**config.mk**
```make
export PLATFORM = sky130hd
export DESIGN_NAME = uart_receiver
export DESIGN_NICKNAME = d
export VERILOG_FILES = /design/src/rtl/uart_receiver.sv
export SDC_FILE = /design/constraint.sdc
export NUM_CORES = 1
export LEC_CHECK = 0
export ABC_AREA = 1
export BUFFER_PORTS_ARGS = -buffer_cell sky130_fd_sc_hd__buf_2
export CORE_MARGIN = 2
export CORE_UTILIZATION = 40
export DETAILED_ROUTE_END_ITERATION = 7
export GPL_ROUTABILITY_DRIVEN = 0
export PLACE_DENSITY = 0.54
export SYNTH_ARGS = -nofsm -noshare
export SYNTH_HDL_FRONTEND = slang
export SYNTH_SLANG_ARGS = --single-unit
```
**constraint.sdc**
```tcl
create_clock -name clk -period 1.8 [get_ports clk]
set_input_delay 0.36 -clock clk [delete_from_list [all_inputs] [get_ports clk]]
set_output_delay 0.36 -clock clk [all_outputs]
set_load 0.01 [all_outputs]
```
**src/rtl/uart_receiver.sv**
```systemverilog
// 8N1 UART receiver: synchronizes the rx line, centre-samples each bit and
// presents good bytes with a one-cycle strobe, flagging bad stop bits.
module uart_receiver #(
    parameter int CLKS_PER_BIT = 868
) (
    input  logic       clk,
    input  logic       rst_n,
    input  logic       serial_connection,
    output logic [7:0] data,
    output logic       data_valid,
    output logic       framing_error,
    output logic       busy,
    output logic [2:0] o_receive_state,
    output logic [2:0] o_bit_index
);

    localparam int CNT_W = $clog2(CLKS_PER_BIT);

    localparam logic [2:0] ST_IDLE      = 3'd0;
    localparam logic [2:0] ST_START     = 3'd1;
    localparam logic [2:0] ST_DATA      = 3'd2;
    localparam logic [2:0] ST_STOP      = 3'd3;
    localparam logic [2:0] ST_WAIT_HIGH = 3'd4;

    localparam logic [CNT_W-1:0] HALF_BIT_LAST = CNT_W'(CLKS_PER_BIT / 2 - 1);
    localparam logic [CNT_W-1:0] FULL_BIT_LAST = CNT_W'(CLKS_PER_BIT - 1);

    logic             r_rxMeta;
    logic             r_rxSync;
    logic [2:0]       r_state;
    logic [CNT_W-1:0] r_counter;
    logic [2:0]       r_bitIndex;
    logic [7:0]       r_shift;
    logic [7:0]       r_data;
    logic             r_dataValid;
    logic             r_framingError;

    // Two-flop synchronizer; resets to the idle-high line level.
    always_ff @(posedge clk or negedge rst_n) begin
        if (!rst_n) begin
            r_rxMeta <= 1'b1;
            r_rxSync <= 1'b1;
        end else begin
            r_rxMeta <= serial_connection;
            r_rxSync <= r_rxMeta;
        end
    end

    always_ff @(posedge clk or negedge rst_n) begin
        if (!rst_n) begin
            r_state        <= ST_IDLE;
            r_counter      <= '0;
            r_bitIndex     <= 3'd0;
            r_shift        <= 8'h00;
            r_data         <= 8'h00;
            r_dataValid    <= 1'b0;
            r_framingError <= 1'b0;
        end else begin
            r_dataValid    <= 1'b0;
            r_framingError <= 1'b0;
            case (r_state)
                ST_IDLE: begin
                    r_counter  <= '0;
                    r_bitIndex <= 3'd0;
                    if (!r_rxSync) begin
                        r_state <= ST_START;
                    end
                end
                ST_START: begin
                    // Half a bit in: a still-low line confirms a real start bit.
                    if (r_counter == HALF_BIT_LAST) begin
                        r_counter <= '0;
                        r_state   <= r_rxSync ? ST_IDLE : ST_DATA;
                    end else begin
                        r_counter <= r_counter + 1'b1;
                    end
                end
                ST_DATA: begin
                    if (r_counter == FULL_BIT_LAST) begin
                        r_counter           <= '0;
                        r_shift[r_bitIndex] <= r_rxSync;
                        if (r_bitIndex == 3'd7) begin
                            r_bitIndex <= 3'd0;
                            r_state    <= ST_STOP;
                        end else begin
                            r_bitIndex <= r_bitIndex + 3'd1;
                        end
                    end else begin
                        r_counter <= r_counter + 1'b1;
                    end
                end
                ST_STOP: begin
                    // Leaving at mid-stop-bit lets a directly following start edge be caught.
                    if (r_counter == FULL_BIT_LAST) begin
                        r_counter <= '0;
                        if (r_rxSync) begin
                            r_data      <= r_shift;
                            r_dataValid <= 1'b1;
                            r_state     <= ST_IDLE;
                        end else begin
                            r_framingError <= 1'b1;
                            r_state        <= ST_WAIT_HIGH;
                        end
                    end else begin
                        r_counter <= r_counter + 1'b1;
                    end
                end
                ST_WAIT_HIGH: begin
                    r_counter <= '0;
                    if (r_rxSync) begin
                        r_state <= ST_IDLE;
                    end
                end
                default: begin
                    r_counter  <= '0;
                    r_bitIndex <= 3'd0;
                    r_state    <= ST_IDLE;
                end
            endcase
        end
    end

    assign data            = r_data;
    assign data_valid      = r_dataValid;
    assign framing_error   = r_framingError;
    assign busy            = (r_state != ST_IDLE);
    assign o_receive_state = r_state;
    assign o_bit_index     = r_bitIndex;

endmodule
```
After elaboration in Yosys (flattened, before gate mapping)
Cells that the tools add are included.
Widths: inputs -> output; s select.
{"block": "op_classes", "add_sub_neg": 2, "order_cmp": 2, "eq_ne": 13, "mux": 24, "bitwise_logic": 1, "reduce_logical": 9}
{"operator": "$mux 3", "n": 9}
{"operator": "$mux 10", "n": 2}
{"operator": "$pmux 10 s2", "n": 1}
{"operator": "$pmux 3 s5", "n": 1}
{"operator": "$ne 2x2->1 const B", "n": 6}
{"operator": "$add 10x1->10 const B", "n": 1}
{"operator": "$eq 10x10->1 const B", "n": 1}
{"operator": "$eq 10x9->1 const B", "n": 1}
{"operator": "$bwmux 8", "n": 1}
{"operator": "$mux 1", "n": 7}
{"operator": "$eq 3x2->1 const B", "n": 2}
{"operator": "$eq 3x3->1 const B", "n": 2}
{"operator": "$pmux 3 s2", "n": 1}
{"operator": "$reduce_and 6->1", "n": 1}
{"operator": "$lt 3x4->1 const B", "n": 1}
{"operator": "$reduce_and 2->1", "n": 2}
{"operator": "$add 3x1->3 const B", "n": 1}
{"operator": "$demux 1 s3", "n": 1}
{"operator": "$eq 3x1->1 const B", "n": 1}
{"operator": "$ge 3x1->1 const B", "n": 1}
{"operator": "$logic_not 3->1", "n": 1}
{"operator": "$reduce_and 3->1", "n": 1}
{"operator": "$reduce_bool 3->1", "n": 1}
{"operator": "$reduce_or 3->1", "n": 1}
{"operator": "4 further kinds", "n": 4}
{"block": "totals", "register_bits": 36, "inputBits": 3, "word_cells": 60}

Logic depth before layout (Yosys ltp)
{"block": "logic_depth", "word_depth": 5, "ltp_mapped": 9}

Worst setup path before layout
OpenSTA, ideal clock, no wires.
{"block": "synth_timing", "path_kind": "register to register", "from": "reg r_bitIndex[0], in the netlist o_bit_index[0]", "to": "reg r_state[0], in the netlist o_receive_state[0]", "setup_ns": 0.118, "arrival_time_ns": 1.314, "slack_ns": 0.368, "path_stages_with_launch": 10, "path_buffers": 0, "path_cell_list": "dfrtp_1 -> ha_1 -> ha_1 -> inv_1 -> nand3_1 -> nand2_1 -> nor2_1 -> nand3_1 -> nand2_1 -> nand2_1"}
{"block": "synth_via", "elab_chain_cells": 3}
{"item": "from (decl)", "line_no": "32", "rtl": "logic [2:0] r_bitIndex;"}
{"item": "from (signal assigned)", "line_no": "86", "rtl": "r_bitIndex <= r_bitIndex + 3'd1;"}
{"item": "$eq 3x3->1", "line_no": "82", "rtl": "if (r_bitIndex == 3'd7) begin"}
{"item": "$ne 2x2->1 (no line)"}
{"item": "$reduce_and 6->1 (no line)"}
{"item": "to (signal assigned)", "line_no": "73", "rtl": "r_state <= r_rxSync ? ST_IDLE : ST_DATA;"}
{"item": "to (decl)", "line_no": "30", "rtl": "logic [2:0] r_state;"}
Every way passes these cells.
A chain may end at the register's enable or synchronous reset.

Final worst setup path
{"block": "layout_timing", "from": "reg r_state[1], in the netlist o_receive_state[1]", "to": "reg r_bitIndex[2], in the netlist o_bit_index[2]"}
{"block": "layout_via", "elab_chain_cells": 4, "word_cells_on_any_way": 9, "cone_classes": "eq/ne (5); mux (1); bitwise (1); reduce/logical (2)"}
{"item": "$eq 3x3->1 (tied with other cells)", "line_no": "61", "rtl": "case (r_state)"}
{"item": "$reduce_or 3->1 (no line)"}
{"item": "$not 1->1 (no line)"}
{"item": "$reduce_and 2->1 (no line)"}
Several ways; a longest one is shown, not always the timed one.

==> metrics <==
kind of critical path reg2reg; drt first pass iters 4; post-route minimum period 1.52 ns; GRT Total Usage 17.4%; die area 5290 um2; met1 usage 24.6%; Net Sw Frac 20.8%; NumNets Final 274; grt peak-use layer met2; Area Growth Syn to Fin 17.4%; Synth area leader dfrtp_1; Post-Route WL 3990 um; H-tree Lvls 2; Hold Path End r_rxMeta$_DFF_PN1_; DRC viols 0; wire per inst 12.4 um; Worst Setup SP o_receive_state[1]$_DFFE_PN0P_; Fin. Hold Viols 0; Initial Util 40.8%; Tcrit/Tclk final 84.6%; Die Wd 72.7 um; Port Buffers 19; peak fanout along the critical path 18; Synth top area share 45.0%; Setup-failing EPs final 0; worst r2r src o_receive_state[1]$_DFFE_PN0P_; Worst-Margin Slew 0.459 ns; Worst R2R End o_bit_index[2]$_DFFE_PN0P_; hold wc startpoint serial_connection; dpl hpwl 2970 um; Arr. time, crit path 1.69 ns; met3 usage in global routing 4.70%; count leader, synth nand2_1; first-pass GRT wire length 7210 um; layout cells sized above 1 17.2%; CTS buffer count 5; grt total ovfl 0; Vias 1611; Slew HR 69.2%; sequential area share after synthesis 47.8%; Syn Nets 242; Hold-fix buffers, CTS 1; largest net degree at the start of global routing 19; CTS sink cnt 36; TritonCTS clock tree built; WHS Path Cells 1; n_diodes 0; YS warnings 0; Switch Pwr 0.323 mW; element type at the critical path end register; CORE AREA 4630 um2; Worst EP required 1.97 ns; Iter 0 DRT Violations 77; row cnt 25; cell area after synthesis 1890 um2; Ports 20; Vias/cell 5.00; Clock Root Buffer clkbuf_8; Fmax achieved 657 MHz; Hold/Removal Path Class in2reg; Clk network pwr share 45.6%; maxcap violations 0; met2 Use GR 25.4%; Int Power 1.23 mW; initial antenna violation count 0; antenna-violating nets left 0; worst-skew pair later-pin latency 0.29 ns; asr flop ratio synth 100%; Reg power frac 52.5%; combinational fraction of design power 1.9%; Avg Cell Area, Syn 8.04 um2; Post-CTS Setup Repair Bufs 0; chip height 72.7 um; Area contributors post-synth dfrtp_1 (45%), nand2_1 (13%), nand4_1 (9.9%); static leakage 1.16 nW; reg2reg path depth 6; vias in the first global route 1569; Synth cell types 24; CTS resizes 0; Max Slew Vio Count 0; worst vdd ir 308 uV; Synth Flop Type dfrtp_1; #FFs+latches synth 36; outcome finished clean; r2r setup slk 0.28 ns; Clock Path Buffers 2; RSZ-0062 raised after global routing no; power per standard cell area 700 nW/um2; Worst Setup Start Kind register; total power 1.55 mW; Post-synth top cells nand2_1 (67), dfrtp_1 (34), nand4_1 (30); Clk pin slew, worst setup/hold paths 0.07 ns; number of synthesized flops with an enable pin 0; Final TNS setup 0 ns; Clock Skews 0.00393 ns; Post-Syn Instances 235
stage by stage:
step / instances / worst slack (ns) / hold WS (ns) / util [%] / area (um2)
floorplan: 235 / 0.368 / 0.0644 / - / 1890
global placement: 313 / 0.330 / 0.312 / 45.3 / 2100
detailed placement: 313 / 0.310 / 0.310 / 45.3 / 2100
CTS: 322 / 0.298 / 0.149 / 47.9 / 2220
global route: 322 / 0.0891 / 0.143 / 47.9 / 2220
finish: 322 / 0.277 / 0.163 / 47.9 / 2220
registers in the layout, summed over array words and instances (netlist names):
signal,count
o_bit_index,3
data_valid,1
framing_error,1
r_rxMeta,1
r_rxSync,1
o_receive_state,3
r_shift,8
r_counter,10
data,8
power by group through the flow:
stage	Sequential, mW	Combinational (mW)	Clock, mW
2_1_floorplan	0.830	0.00392	0
3_3_place_gp	0.830	0.0297	0
3_5_place_dp	0.830	0.0297	0
4_1_cts	0.814	0.0313	0.737
5_1_grt	0.815	0.0348	0.761
6_report	0.815	0.0296	0.708
layout make-up:
cell class,count,area (um2)
inverter,26,97.6
multi-input combinational,169,865
clock inverter,3,42.5
clock buffer,5,68.8
tap,54,67.6
timing repair buffer,29,173
fill,486,2410
sequential,36,903
cells in the final DEF (no fill, tap or decap), types with 5 or more instances in the layout:
cell and count:
buf_2 19, o21ai_0 6, nand3_1 18, clkbuf_8 5
nand2_1 67, dfrtp_1 34, nor2_1 21, nand4_1 30
a21oi_1 10, inv_1 22, buf_4 9
routing by layer:
layer / share of wire, % / wire (um)
met1: 54 / 2150
met2: 42 / 1680
met3: 3.1 / 125
met4: 0.75 / 30
met5: 0 / 0
cell families after synthesis:
| family | count (synthesis) | synth area share [%] |
|---|---|---|
| buffers and inverters | 30 | 6.42 |
| xor gates and xnor gates | 3 | 1.39 |
| DFF | 36 | 47.8 |
| AOI/OAI and AO/OA | 16 | 4.24 |
| and+or+nand+nor | 146 | 37.5 |
| adders and majority gates | 4 | 2.65 |
worst max-delay path, cell delays in order, from the launching register on:
cell      delay (ns)
dfrtp_1         0.43
inv_1           0.09
nor2_1          0.07
nand2_1         0.10
clkinv_1        0.38
nand3_1         0.21
o21ai_0         0.11
worst max-delay path by stage:
| stage | endpoint | slack [ns] | depth (start not counted) |
|---|---|---|---|
| floorplan | o_receive_state[0]$_DFFE_PN0P_ | 0.37 | 9 |
| global placement | o_receive_state[1]$_DFFE_PN0P_ | 0.33 | 9 |
| detailed placement | o_bit_index[1]$_DFFE_PN0P_ | 0.31 | 6 |
| CTS | o_bit_index[2]$_DFFE_PN0P_ | 0.30 | 6 |
| global route | o_bit_index[2]$_DFFE_PN0P_ | 0.09 | 6 |
| finish | o_bit_index[2]$_DFFE_PN0P_ | 0.28 | 6 |
Power figures use the tool's default switching activity.
